### config.mk
export PLATFORM = sky130hd
export DESIGN_NAME = rob_committer
export DESIGN_NICKNAME = d
export VERILOG_FILES = /design/src/rtl/rob_committer.sv
export SDC_FILE = /design/constraint.sdc
export NUM_CORES = 2
export LEC_CHECK = 0
export ABC_AREA = 0
export CORE_UTILIZATION = 45
export CTS_CLUSTER_DIAMETER = 150
export CTS_CLUSTER_SIZE = 14
export DETAILED_ROUTE_END_ITERATION = 12
export PLACE_DENSITY_LB_ADDON = 0.08
export RECOVER_POWER = 25
export SYNTH_ARGS = -nofsm -noshare
export SYNTH_HDL_FRONTEND = slang
export SYNTH_SLANG_ARGS = --single-unit
export TNS_END_PERCENT = 5
### constraint.sdc
create_clock -name clk -period 16.6 [get_ports clk]
set_clock_uncertainty 0.1 [all_clocks]
set_input_delay 3.32 -clock clk [delete_from_list [all_inputs] [get_ports clk]]
set_output_delay 3.32 -clock clk [all_outputs]
set_load 0.005 [all_outputs]
### src/rtl/rob_committer.sv
// In-order commit stage: DEPTH-entry reorder buffer fed by NUM_FU tagged, out-of-order result channels.
// Optional macro ROB_HEAD_BYPASS_EN forwards a result for the pending head straight into commit.
module rob_committer #(
    parameter int  XLEN   = 32,
    parameter int  DEPTH  = 8,
    parameter int  NUM_FU = 3,
    localparam int TAG_W  = $clog2(DEPTH)
) (
    input  logic                     clk,
    input  logic                     rst,
    input  logic                     alloc_valid,
    output logic                     alloc_ready,
    input  logic [4:0]               alloc_rd,
    input  logic [XLEN-1:0]          alloc_pc,
    output logic [TAG_W-1:0]         alloc_tag,
    input  logic [NUM_FU-1:0]        res_valid,
    output logic [NUM_FU-1:0]        res_ready,
    input  logic [NUM_FU*TAG_W-1:0]  res_tag,
    input  logic [NUM_FU*XLEN-1:0]   res_data,
    input  logic [NUM_FU-1:0]        res_redirect,
    input  logic [NUM_FU*XLEN-1:0]   res_new_pc,
    output logic                     wbrf_valid,
    input  logic                     wbrf_ready,
    output logic [4:0]               wbrf_rd,
    output logic [XLEN-1:0]          wbrf_wdata,
    output logic [XLEN-1:0]          wbrf_pc,
    output logic                     wbpcg_valid,
    input  logic                     wbpcg_ready,
    output logic [XLEN-1:0]          wbpcg_pc,
    output logic                     flush,
    output logic [TAG_W:0]           occupancy
);
    localparam int PTR_W = TAG_W + 1;

    // Pointers carry one wrap bit above the index so full and empty are distinguishable.
    logic [PTR_W-1:0] head_q, head_d;
    logic [PTR_W-1:0] tail_q, tail_d;
    logic [PTR_W-1:0] occupancy_q, occupancy_d;

    logic [DEPTH-1:0] valid_q, valid_d;
    logic [DEPTH-1:0] done_q, done_d;
    logic [DEPTH-1:0] redirect_q, redirect_d;
    logic [4:0]       rd_q     [DEPTH];
    logic [4:0]       rd_d     [DEPTH];
    logic [XLEN-1:0]  pc_q     [DEPTH];
    logic [XLEN-1:0]  pc_d     [DEPTH];
    logic [XLEN-1:0]  data_q   [DEPTH];
    logic [XLEN-1:0]  data_d   [DEPTH];
    logic [XLEN-1:0]  new_pc_q [DEPTH];
    logic [XLEN-1:0]  new_pc_d [DEPTH];

    logic [TAG_W-1:0] res_tag_w    [NUM_FU];
    logic [XLEN-1:0]  res_data_w   [NUM_FU];
    logic [XLEN-1:0]  res_new_pc_w [NUM_FU];

    logic [TAG_W-1:0] head_idx;
    logic [TAG_W-1:0] tail_idx;
    logic             full;
    logic             head_done;
    logic             head_redirect;
    logic [XLEN-1:0]  head_data;
    logic [XLEN-1:0]  head_new_pc;
    logic             fire;
    logic             commit_redirect;

    always_comb begin
        for (int i = 0; i < NUM_FU; i++) begin
            res_tag_w[i]    = res_tag[i*TAG_W +: TAG_W];
            res_data_w[i]   = res_data[i*XLEN +: XLEN];
            res_new_pc_w[i] = res_new_pc[i*XLEN +: XLEN];
        end
    end

    // Handshakes: a transfer happens on a cycle where both valid and ready are high; a redirect
    // commit needs wbrf_ready and wbpcg_ready together so the two sinks always see it as one event.
    always_comb begin
        head_idx      = head_q[TAG_W-1:0];
        tail_idx      = tail_q[TAG_W-1:0];
        full          = (head_idx == tail_idx) && (head_q[TAG_W] != tail_q[TAG_W]);
        head_done     = valid_q[head_idx] && done_q[head_idx];
        head_redirect = redirect_q[head_idx];
        head_data     = data_q[head_idx];
        head_new_pc   = new_pc_q[head_idx];
`ifdef ROB_HEAD_BYPASS_EN
        // Descending scan so the lowest-numbered matching channel is the one forwarded.
        for (int i = NUM_FU - 1; i >= 0; i--) begin
            if (valid_q[head_idx] && !done_q[head_idx] && res_valid[i] &&
                (res_tag_w[i] == head_idx)) begin
                head_done     = 1'b1;
                head_redirect = res_redirect[i];
                head_data     = res_data_w[i];
                head_new_pc   = res_new_pc_w[i];
            end
        end
`endif
        wbrf_valid      = head_done && (!head_redirect || wbpcg_ready);
        wbpcg_valid     = head_done && head_redirect && wbrf_ready;
        fire            = wbrf_valid && wbrf_ready;
        commit_redirect = fire && head_redirect;
    end

    assign wbrf_rd    = rd_q[head_idx];
    assign wbrf_pc    = pc_q[head_idx];
    assign wbrf_wdata = head_data;
    assign wbpcg_pc   = head_new_pc;
    assign res_ready  = {NUM_FU{~rst}};
    assign occupancy  = occupancy_q;

    always_comb begin
        head_d      = head_q;
        tail_d      = tail_q;
        valid_d     = valid_q;
        done_d      = done_q;
        redirect_d  = redirect_q;
        rd_d        = rd_q;
        pc_d        = pc_q;
        data_d      = data_q;
        new_pc_d    = new_pc_q;
        alloc_ready = !full && !commit_redirect;
        alloc_tag   = tail_idx;
        flush       = commit_redirect;

        if (!commit_redirect) begin
            for (int i = NUM_FU - 1; i >= 0; i--) begin
                if (res_valid[i] && valid_q[res_tag_w[i]]) begin
                    done_d[res_tag_w[i]]     = 1'b1;
                    redirect_d[res_tag_w[i]] = res_redirect[i];
                    data_d[res_tag_w[i]]     = res_data_w[i];
                    new_pc_d[res_tag_w[i]]   = res_new_pc_w[i];
                end
            end
        end

        if (fire) begin
            valid_d[head_idx] = 1'b0;
            head_d            = head_q + PTR_W'(1);
            if (commit_redirect) begin
                valid_d = '0;
                tail_d  = head_q + PTR_W'(1);
            end
        end

        if (alloc_valid && alloc_ready) begin
            valid_d[tail_idx]    = 1'b1;
            done_d[tail_idx]     = 1'b0;
            redirect_d[tail_idx] = 1'b0;
            rd_d[tail_idx]       = alloc_rd;
            pc_d[tail_idx]       = alloc_pc;
            tail_d               = tail_q + PTR_W'(1);
        end

        occupancy_d = tail_d - head_d;
    end

    always_ff @(posedge clk) begin
        if (rst) begin
            head_q      <= '0;
            tail_q      <= '0;
            occupancy_q <= '0;
            valid_q     <= '0;
            done_q      <= '0;
            redirect_q  <= '0;
        end else begin
            head_q      <= head_d;
            tail_q      <= tail_d;
            occupancy_q <= occupancy_d;
            valid_q     <= valid_d;
            done_q      <= done_d;
            redirect_q  <= redirect_d;
        end
    end

    // Payload needs no reset: it is only observed through a valid entry.
    always_ff @(posedge clk) begin
        rd_q     <= rd_d;
        pc_q     <= pc_d;
        data_q   <= data_d;
        new_pc_q <= new_pc_d;
    end

    always_ff @(posedge clk) begin
        if (!rst) begin
            for (int i = 0; i < NUM_FU; i++) begin
                for (int j = i + 1; j < NUM_FU; j++) begin
                    assert (!(res_valid[i] && res_valid[j] && (res_tag_w[i] == res_tag_w[j])));
                end
            end
        end
    end
endmodule

==> reports/results.tsv <==
metric	value	unit
share of the synthesized area in the top cell type	0.519	
pins over their slew limit	11	
min Tclk post-route	9390	ps
FFs w/ async S/R, synth	0	
largest cells by area after synthesis	edfxtp_1, mux2i_1, nand2_1	
Net Count, Synth	4982	
maximum clock rate	107	MHz
Final setup viols	0	
vias in the first global route	34906	
I/O pin total	364	
M1 wire length	68100	um
Max Cap Viol	1	
worst min path class	register to register	
Pwr per Cell Area	108	mW/mm^2
CP Launch Type	input pin	
Commonest cells post-synth	nand2_1, edfxtp_1, o21ai_0	
Clock Path Buffers	3	
area grow syn2layout	12.4	%
crit-path max FO	20	
failing checks	max-capacitance violations, max-slew violations	
peak supply drop	0.0000875	V
worst rel slew slack	-0.0527	
Setup Crit Path Kind	input pin to output port	
status	finished, violations left	
Synth cell types	66	
DRT Pass-1 Iters	6	
site row count	117	
worst path required time	13180	ps
worst path arrival time	5970	ps
Clk pin slew, worst setup/hold paths	70	ps
clk sink count	844	
Routed WL	165000	um
Iter 0 DRT Violations	4330	
Vias	37396	
Die Y	324	um
nets	4957	
HPWL after detailed placement	87800	um
Wirelength per Cell	27.0	um
dominant synthesized flop cell	edfxtp_1	
initial antenna violation count	39	
Residual DRC	0	
biggest area consumer among synthesized cells	edfxtp_1	
Final Hold Vio Count	0	
Resized cells post-CTS	0	
fin crit share	0.565	
initial cell density of the core	0.457	
final setup TNS	0	ps
placer congestion estimate	0.838	
Routed met2 length	76600	um
TritonCTS Buffers	70	
post-synthesis cell count	4727	
die width	324	um
syn_area_per_cell	9.90	um^2
Worst setup EP type	output port	
Die Area	0.105	mm^2
ratio of cells with drive above 1 in the final layout	0.0411	
Synth warnings	0	
hold_buf cts	0	
global-route wire length before repair	239000	um
clock latency on the worst-skew pair	660	ps
#FFs+latches synth	844	
synthesized area	0.0468	mm^2
final setup margin	7210	ps
setup bufs post-CTS	0	
met3 wire len	15400	um
RSZ-0062 raised after global routing	false	
clk root buf	clkbuf_16	
dpl ws	7920	ps
TritonCTS clock tree	done	
Top Metal Used	met5	
sequential area share after synthesis	0.534	
DRT antenna net count	0	
most numerous cell in the Yosys netlist	nand2_1	
number of port buffers	363	
leak pwr	21.3	nW
GR Overflow Total	0	
Post-synth EDFFs	808	
Worst-Margin Slew	1560	ps
vias per inst	6.13	
largest net degree at the start of global routing	164	
Core Area	0.102	mm^2
H-tree depth	3	
Tot GR Track Use	0.302	
==> cell usage in the layout (no fill, tap or decap), types with 9 or more instances in the layout <==
master	count
nand2_1	1051
edfxtp_1	808
o21ai_0	778
mux2i_1	523
a22oi_1	404
clkdlybuf4s50_1	325
o21ai_1	261
nand4_1	109
clkbuf_16	72
buf_4	65
nor2_1	48
dlygate4sd3_1	38
dfxtp_1	35
diode_2	17
a21oi_1	16
inv_1	12
clkbuf_1	12
nor2b_1	9
==> worst paths after layout <==
check / end / start / cells past startpoint / slack (ps)
setup / recovery: flush / wbrf_ready / 6 / 7210
hold / removal: done_q[6] / done_q[6] / 1 / 380
setup reg to reg: pc_q[90] / head_q[0] / 10 / 11440
hold reg to reg: done_q[6] / done_q[6] / 1 / 380
==> logic make-up after synthesis <==
logic type | count (synthesis) | synth area share
multiplexers | 529 | 0.114
AND/OR/NAND/NOR | 1284 | 0.114
flip-flops | 844 | 0.534
adder cells (fa/ha/maj) | 6 | 0.00177
XOR/XNOR | 14 | 0.00292
AO/OA/AOI/OAI | 1503 | 0.187
buffers and inverters | 547 | 0.0472
==> layer usage <==
metal  global-route usage  vias to the layer above
li1                     -                    17291
met1                0.416                    18017
met2                0.484                     1756
met3               0.0575                      280
met4               0.0862                       52
met5                    0                        -
==> layout make-up <==
type | count | area (um^2)
flip-flops and latches | 844 | 25000
fillers | 9340 | 49900
inverters | 19 | 71.3
diodes | 17 | 42.5
clock inverters | 5 | 53.8
multi-input cells | 3336 | 19700
clock buffers | 84 | 1850
well taps | 1368 | 1710
repair buffers | 431 | 4180
==> per-stage QoR <==
stage	cell area [um^2]	hold WS, ps	utilization	power, W	cells
finish	52600	378	0.513	0.00565	6104
global route	52600	399	0.513	0.00593	6095
CTS	52600	375	0.513	0.00567	6087
detailed placement	50700	358	0.495	0.00411	5998
global placement	50700	348	0.495	0.00408	5998
floorplan	46800	340	-	0.00368	4727
==> sequential cells by signal (all words and copies together), names as in the netlist <==
name and cells:
tail_q 4, redirect_q 8, new_pc_q 256, occupancy 4, valid_q 8, data_q 256, pc_q 256, done_q 8
head_q 4, rd_q 40
==> worst max-delay path, stage by stage <==
cell and delay (ps):
dlygate4sd3_1 560, nand2_1 60, o22ai_1 360, o311ai_0 360, inv_1 660, clkdlybuf4s50_1 640
==> power by group <==
| part | internal (W) | total, W | switching [W] | leakage (nW) |
|---|---|---|---|---|
| Clock | 0.000784 | 0.00158 | 0.000794 | 0.928 |
| Sequential | 0.00281 | 0.00301 | 0.000198 | 8.97 |
| Combinational | 0.000542 | 0.00107 | 0.000525 | 11.4 |
| Total | 0.00414 | 0.00565 | 0.00152 | 21.3 |
No activity file was read; power rests on OpenSTA's default activity.
